<file path="config.mk">
export PLATFORM = sky130hd
export DESIGN_NAME = nand_cmd_seq
export DESIGN_NICKNAME = d
export VERILOG_FILES = /design/src/rtl/nand_pkg.sv /design/src/rtl/nand_we_timer.sv /design/src/rtl/nand_cmd_seq.sv
export SDC_FILE = /design/constraint.sdc
export NUM_CORES = 1
export LEC_CHECK = 0
export CAP_MARGIN = 10
export CELL_PAD_IN_SITES_DETAIL_PLACEMENT = 0
export CELL_PAD_IN_SITES_GLOBAL_PLACEMENT = 1
export CORE_MARGIN = 2
export CORE_UTILIZATION = 34
export DETAILED_ROUTE_END_ITERATION = 16
export PLACE_DENSITY_LB_ADDON = 0.12
export SETUP_SLACK_MARGIN = 0.02
export SYNTH_ARGS = -nofsm -noshare
export SYNTH_HDL_FRONTEND = slang
export SYNTH_SLANG_ARGS = --single-unit
</file>
<file path="constraint.sdc">
create_clock -name clk -period 2.69 [get_ports clk]
set_clock_uncertainty 0.1 [all_clocks]
set_input_delay 0.538 -clock clk [delete_from_list [all_inputs] [get_ports clk]]
set_output_delay 0.538 -clock clk [all_outputs]
set_load 0.02 [all_outputs]
</file>
<file path="src/rtl/nand_pkg.sv">
// Shared types and constants for the NAND command/address sequencer.
package nand_pkg;

    typedef enum logic [2:0] {
        StIdle,
        StCmd1,
        StAddr,
        StCmd2,
        StTwb,
        StWaitRb,
        StDone
    } nand_state_e;

    localparam int unsigned NAND_MAX_ADDR = 5;

    localparam logic [7:0] READ1 = 8'h00;
    localparam logic [7:0] READ2 = 8'h30;
    localparam logic [7:0] PROG1 = 8'h80;
    localparam logic [7:0] PROG2 = 8'h10;
    localparam logic [7:0] RESET = 8'hFF;

    function automatic logic [2:0] clamp_addr_cnt(input logic [2:0] n);
        return (n > 3'(NAND_MAX_ADDR)) ? 3'(NAND_MAX_ADDR) : n;
    endfunction

    function automatic logic [7:0] addr_byte(input logic [39:0] a, input logic [2:0] i);
        logic [7:0] b;
        case (i)
            3'd0:    b = a[7:0];
            3'd1:    b = a[15:8];
            3'd2:    b = a[23:16];
            3'd3:    b = a[31:24];
            3'd4:    b = a[39:32];
            default: b = 8'h00;
        endcase
        return b;
    endfunction

endpackage

</file>
<file path="src/rtl/nand_we_timer.sv">
// One WE# byte cycle: low for TWP_CYC, high for TWH_CYC, byte_done on the last high cycle.
// A go on the byte_done cycle chains the next byte with no gap.
module nand_we_timer #(
    parameter int unsigned TWP_CYC = 2,
    parameter int unsigned TWH_CYC = 2
) (
    input  logic clk,
    input  logic rst_n,
    input  logic go,
    output logic we_n,
    output logic byte_done
);

    localparam int unsigned MaxCyc = (TWP_CYC > TWH_CYC) ? TWP_CYC : TWH_CYC;
    localparam int unsigned CntW   = (MaxCyc > 1) ? $clog2(MaxCyc) : 1;

    logic            active_q;
    logic [CntW-1:0] cnt_q;

    always_ff @(posedge clk) begin
        if (!rst_n) begin
            active_q <= 1'b0;
            we_n     <= 1'b1;
            cnt_q    <= '0;
        end else if (go) begin
            active_q <= 1'b1;
            we_n     <= 1'b0;
            cnt_q    <= '0;
        end else if (active_q) begin
            if (!we_n) begin
                if (cnt_q == CntW'(TWP_CYC - 1)) begin
                    we_n  <= 1'b1;
                    cnt_q <= '0;
                end else begin
                    cnt_q <= cnt_q + CntW'(1);
                end
            end else if (cnt_q == CntW'(TWH_CYC - 1)) begin
                active_q <= 1'b0;
                cnt_q    <= '0;
            end else begin
                cnt_q <= cnt_q + CntW'(1);
            end
        end
    end

    assign byte_done = active_q && we_n && (cnt_q == CntW'(TWH_CYC - 1));

endmodule

</file>
<file path="src/rtl/nand_cmd_seq.sv">
// NAND command/address sequencer: CMD1, 0-5 address bytes, optional CMD2, optional R/B# wait.
// Define NAND_RB_TIMEOUT_EN to bound the R/B# wait by TIMEOUT_CYC and report it on timeout.
module nand_cmd_seq #(
    parameter int unsigned TWP_CYC     = 2,
    parameter int unsigned TWH_CYC     = 2,
    parameter int unsigned TWB_CYC     = 3,
    parameter int unsigned TIMEOUT_CYC = 24000
) (
    input  logic        clk,
    input  logic        rst_n,
    input  logic        start,
    input  logic [7:0]  cmd1,
    input  logic [39:0] addr,
    input  logic [2:0]  addr_cnt,
    input  logic        cmd2_en,
    input  logic [7:0]  cmd2,
    input  logic        wait_rb,
    output logic        busy,
    output logic        done,
    output logic        timeout,
    output logic        nand_ce_n,
    output logic        nand_cle,
    output logic        nand_ale,
    output logic        nand_we_n,
    output logic [7:0]  nand_io_out,
    output logic        nand_io_oe,
    input  logic        nand_rb_n
);
    import nand_pkg::*;

    localparam int unsigned TwbW = (TWB_CYC > 1) ? $clog2(TWB_CYC) : 1;

    if (TWP_CYC < 1 || TWH_CYC < 1 || TWB_CYC < 1 || TIMEOUT_CYC < 1) begin : g_param_check
        $error("nand_cmd_seq: cycle parameters must be >= 1");
    end

    nand_state_e     state_q, nxt, after_addr;
    logic            advance, byte_done, we_go, launch_q;
    logic            rb_meta_q, rb_sync_q;
    logic [2:0]      idx_q, nxt_idx, acnt_q;
    logic [39:0]     addr_q;
    logic [7:0]      cmd2_q, nxt_io;
    logic            cmd2_en_q, wait_rb_q;
    logic [TwbW-1:0] twb_cnt_q;

`ifdef NAND_RB_TIMEOUT_EN
    localparam int unsigned ToW = (TIMEOUT_CYC > 1) ? $clog2(TIMEOUT_CYC) : 1;
    logic [ToW-1:0] rb_cnt_q;
    logic           timeout_hit;
`endif

    always_comb begin
        advance    = 1'b0;
        nxt        = state_q;
        nxt_idx    = idx_q;
        after_addr = cmd2_en_q ? StCmd2 : (wait_rb_q ? StTwb : StDone);
`ifdef NAND_RB_TIMEOUT_EN
        timeout_hit = 1'b0;
`endif
        case (state_q)
            StIdle: if (start) begin
                advance = 1'b1;
                nxt     = StCmd1;
            end
            StCmd1: if (byte_done) begin
                advance = 1'b1;
                nxt     = (acnt_q != 3'd0) ? StAddr : after_addr;
                nxt_idx = 3'd0;
            end
            StAddr: if (byte_done) begin
                advance = 1'b1;
                if (idx_q == acnt_q - 3'd1) begin
                    nxt = after_addr;
                end else begin
                    nxt_idx = idx_q + 3'd1;
                end
            end
            StCmd2: if (byte_done) begin
                advance = 1'b1;
                nxt     = wait_rb_q ? StTwb : StDone;
            end
            StTwb: if (twb_cnt_q == TwbW'(TWB_CYC - 1)) begin
                advance = 1'b1;
                nxt     = StWaitRb;
            end
            StWaitRb: begin
                if (rb_sync_q) begin
                    advance = 1'b1;
                    nxt     = StDone;
                end
`ifdef NAND_RB_TIMEOUT_EN
                else if (rb_cnt_q == ToW'(TIMEOUT_CYC - 1)) begin
                    advance     = 1'b1;
                    nxt         = StDone;
                    timeout_hit = 1'b1;
                end
`endif
            end
            StDone: begin
                advance = 1'b1;
                nxt     = StIdle;
            end
            default: begin
                advance = 1'b1;
                nxt     = StIdle;
            end
        endcase
    end

    always_comb begin
        case (nxt)
            StCmd1:  nxt_io = cmd1;
            StAddr:  nxt_io = addr_byte(addr_q, nxt_idx);
            StCmd2:  nxt_io = cmd2_q;
            default: nxt_io = 8'h00;
        endcase
    end

    // First byte gets one setup cycle; later bytes chain straight off byte_done.
    assign we_go = launch_q || (byte_done && (nxt == StAddr || nxt == StCmd2));

    nand_we_timer #(
        .TWP_CYC (TWP_CYC),
        .TWH_CYC (TWH_CYC)
    ) u_we_timer (
        .clk       (clk),
        .rst_n     (rst_n),
        .go        (we_go),
        .we_n      (nand_we_n),
        .byte_done (byte_done)
    );

    always_ff @(posedge clk) begin
        if (!rst_n) begin
            rb_meta_q <= 1'b1;
            rb_sync_q <= 1'b1;
        end else begin
            rb_meta_q <= nand_rb_n;
            rb_sync_q <= rb_meta_q;
        end
    end

`ifdef NAND_RB_TIMEOUT_EN
    always_ff @(posedge clk) begin
        if (!rst_n || state_q != StWaitRb) begin
            rb_cnt_q <= '0;
        end else begin
            rb_cnt_q <= rb_cnt_q + ToW'(1);
        end
    end
`else
    assign timeout = 1'b0;
`endif

    always_ff @(posedge clk) begin
        if (!rst_n) begin
            state_q     <= StIdle;
            idx_q       <= 3'd0;
            launch_q    <= 1'b0;
            twb_cnt_q   <= '0;
            addr_q      <= '0;
            acnt_q      <= 3'd0;
            cmd2_en_q   <= 1'b0;
            cmd2_q      <= 8'h00;
            wait_rb_q   <= 1'b0;
            busy        <= 1'b0;
            done        <= 1'b0;
            nand_ce_n   <= 1'b1;
            nand_cle    <= 1'b0;
            nand_ale    <= 1'b0;
            nand_io_out <= 8'h00;
            nand_io_oe  <= 1'b0;
`ifdef NAND_RB_TIMEOUT_EN
            timeout     <= 1'b0;
`endif
        end else begin
            launch_q  <= advance && (nxt == StCmd1);
            twb_cnt_q <= (state_q == StTwb) ? twb_cnt_q + TwbW'(1) : '0;
            if (state_q == StIdle && start) begin
                addr_q    <= addr;
                acnt_q    <= clamp_addr_cnt(addr_cnt);
                cmd2_en_q <= cmd2_en;
                cmd2_q    <= cmd2;
                wait_rb_q <= wait_rb;
            end
            if (advance) begin
                state_q     <= nxt;
                idx_q       <= nxt_idx;
                busy        <= (nxt != StIdle) && (nxt != StDone);
                done        <= (nxt == StDone);
                nand_ce_n   <= (nxt == StIdle);
                nand_cle    <= (nxt == StCmd1) || (nxt == StCmd2);
                nand_ale    <= (nxt == StAddr);
                nand_io_out <= nxt_io;
                nand_io_oe  <= (nxt == StCmd1) || (nxt == StAddr) || (nxt == StCmd2);
`ifdef NAND_RB_TIMEOUT_EN
                timeout     <= timeout_hit;
`endif
            end
        end
    end

endmodule

</file>
==> results.cfg <==
[run]
maxCapViolations = 0

[cts]
clk_path_buf_depth = 2
root_buffer = clkbuf_16
insertion_delay_ns = 0.34
cts_tree = built
cts_buffers = 9
clkSinkCount = 81
cts.reportedPaths.clkPinSlew_ns = 0.06
h-tree-depth = 3

[setup_path]
critPathRequiredTime_ns = 2.85
critPathLaunchType = flip-flop
slowest_stage = or3b_4
cp_cell_sequence = inv_4, ha_4, xnor2_2, or3_4, o311ai_4, or3b_4, nor3b_4, buf_4, nand2_1, o211ai_1
r2r_cells = 10
cp.arrival_ns = 2.83
worst-path-stages = 10
critPathBufInv = 2
critPathMaxFanout = 3
cpPeakStageDelay_ns = 0.45
worstSetupPathType = reg2reg
crit_family = simple AND/OR/NAND/NOR gates
end_kind = flip-flop

[finish]
fin_area_mm2 = 0.00547
nets = 624
fillers = 1083
syn2layout_area_growth_pct = 41.5
fin_cells = 700
antenna_cells = 0
drive_gt1_share_pct = 17.5

[synthesis]
ys.flop_type = dfxtp_1
ys_warn_count = 0
synth.net_count = 517
yosys_register_bits = 81
seq_area_frac_synth_pct = 42.0
synth_edf_count = 0
synthArstFlopShare_pct = 0
synth.avg_cell_area_um2 = 8.63
ys_types = 65
netlist_instances = 448
syn_area_mm2 = 0.00386

[sta]
hold_viol = 0
setup_viol = 0
grt_setup_unrepaired = true
min_period_ns = 2.67
fin_ws_ns = 0.0216
fmax_ghz = 0.375
min_period_over_period_pct = 99.2
report.final.slew_viol_count = 0

[drt]
dr.pass1.iters = 4
viasPerCell = 4.93
ant_nets = 0
vias = 3454
wirelength_mm = 10.5
drtIter0Drc = 100
wire_per_inst_um = 15.1
drc = 0

[status]
status = finished, final reports clean

[floorplanning]
dieArea_mm2 = 0.0122
rows = 38
initial_utilization_pct = 35.2
io_pins = 81
chipHeight_um = 111
dieWidth_um = 111
core_mm2 = 0.0110

[placed_design]
placedCellCount = 674
dp_hpwl_mm = 7.98
gp_congestion = 0.861
place_area_mm2 = 0.00498
portBuffers = 79
dp_slack_ns = -0.126

[global_route]
grt.overflow.total = 0
grt_max_degree = 43
grt_pass1_vias = 3439
grtUsageTotal_pct = 17.5
grt_pass1_wl_mm = 17.2
antenna_found_initial = 0

[min_path]
min_path_type = reg2reg
whs_path_depth = 1

[power_and_ir_drop]
power_uw = 2920
power.density_mw_per_mm2 = 535
p_leak_uw = 0.00204
ir_worst_vdd_v = 0.000277
logic make-up (layout without fill, tap and decap cells):
group | count (synthesis) | after routing | synth area share (%)
and+or+nand+nor | 183 | 183 | 22.2
AOI/OAI and AO/OA | 121 | 121 | 24.3
DFF | 81 | 81 | 42.0
buffers and inverters | 39 | 151 | 4.86
muxes | 13 | 13 | 3.59
xor gates and xnor gates | 6 | 6 | 1.75
adders and majority gates | 4 | 4 | 1.29
other | 1 | 1 | 0.0970
synth_stat cells, types with 2 or more instances:
cell type / number / area share, %
nor2b_1: 3 / 0.49
a21oi_1: 5 / 0.65
o2111ai_1: 2 / 0.45
nand2b_1: 5 / 0.81
and3_1: 4 / 0.65
nor2_1: 9 / 0.87
o2bb2ai_1: 3 / 0.68
clkbuf_1: 20 / 1.9
a222oi_1: 3 / 0.78
ha_1: 4 / 1.3
dfxtp_1: 81 / 42
buf_2: 2 / 0.26
clkbuf_2: 2 / 0.26
xor2_1: 2 / 0.45
buf_6: 2 / 0.58
nand2_1: 125 / 12
a22oi_1: 7 / 1.4
nor3b_1: 2 / 0.39
and2b_2: 2 / 0.45
o21ai_0: 9 / 1.2
buf_4: 3 / 0.58
inv_1: 9 / 0.87
a21boi_0: 56 / 11
a211oi_1: 4 / 0.78
a31oi_1: 4 / 0.65
nand4b_1: 2 / 0.45
mux2i_1: 9 / 2.3
o211ai_1: 7 / 1.4
mux2_2: 3 / 0.87
nand3_1: 5 / 0.65
a22o_1: 4 / 0.91
a221oi_1: 3 / 0.68
xnor2_1: 3 / 0.68
and2_1: 8 / 1.3
nor3_1: 6 / 0.78
repair_timing:
item                       in CTS  in global routing
setup buffers                   7                  3
pin swaps                       8                  5
setup endpoints to repair       8                  9
gates resized for setup        16                 10
hold buffers                    0                  0
report_power, final:
| part | leakage, uW | switching, uW | internal (uW) | total (uW) |
|---|---|---|---|---|
| registers | 0.000664 | 58.0 | 1270 | 1330 |
| logic | 0.00124 | 195 | 227 | 421 |
| clock network | 0.000132 | 514 | 660 | 1170 |
routing by layer:
| layer | global-route usage, % | wire, um | vias up |
|---|---|---|---|
| met1 | 21.9 | 4880 | 1578 |
| met4 | 7.00 | 231 | 0 |
| li1 | - | - | 1778 |
| met3 | 3.95 | 488 | 16 |
| met2 | 29.2 | 4950 | 82 |
| met5 | 0 | 0 | - |
cell type report:
type	count	area (um2)	area share [%]
clock buffer	10	239	4.37
clock inverter	6	48.8	0.892
inverter	9	38.8	0.709
multi-input combinational	328	2180	39.9
sequential	81	1620	29.7
tap	140	175	3.20
timing repair buffer	126	1160	21.3
worst paths after layout:
path / from / endpoint / slack [ns]
worst max-delay path: acnt_q[0] / nand_io_out[7] / 0.02
worst min-delay path: twb_cnt_q[0] / twb_cnt_q[0] / 0.32
worst min register to register: twb_cnt_q[0] / twb_cnt_q[0] / 0.32
worst max register to register: acnt_q[0] / nand_io_out[7] / 0.02
registers in the layout (all words and copies together) (netlist names), 2 cells and up:
signal	flops
addr_q	40
state_q	3
cmd2_q	8
twb_cnt_q	2
acnt_q	3
nand_io_out	8
idx_q	3
stage by stage:
step / hold slack [ns] / utilization (%) / setup TNS, ns
floorplan: 0.286 / - / 0
global placement: 0.300 / 45.3 / -0.347
detailed placement: 0.308 / 45.3 / -0.575
CTS: 0.316 / 49.1 / 0
global route: 0.345 / 49.8 / -0.243
finish: 0.319 / 49.8 / 0
layout by cell type, fill, tap and decap left out, types with 3 or more instances in the layout:
cell type / instances
dfxtp_1: 79
a31oi_1: 4
a211oi_1: 4
a222oi_1: 3
o211ai_1: 7
nand2b_1: 5
o21ai_0: 7
clkinvlp_4: 3
inv_1: 7
inv_6: 3
and2_1: 7
buf_4: 43
and3_1: 4
nand2_1: 125
clkbuf_16: 9
mux2i_1: 8
nand3_1: 5
clkdlybuf4s50_1: 78
o2bb2ai_1: 3
o21ai_1: 3
nor2_1: 8
nor3_1: 4
a22oi_1: 7
nor2b_1: 3
buf_6: 3
a22o_1: 4
a21boi_0: 56
a221oi_4: 3
mux2_2: 3
a21oi_1: 5
No activity file was read; power rests on OpenSTA's default activity.
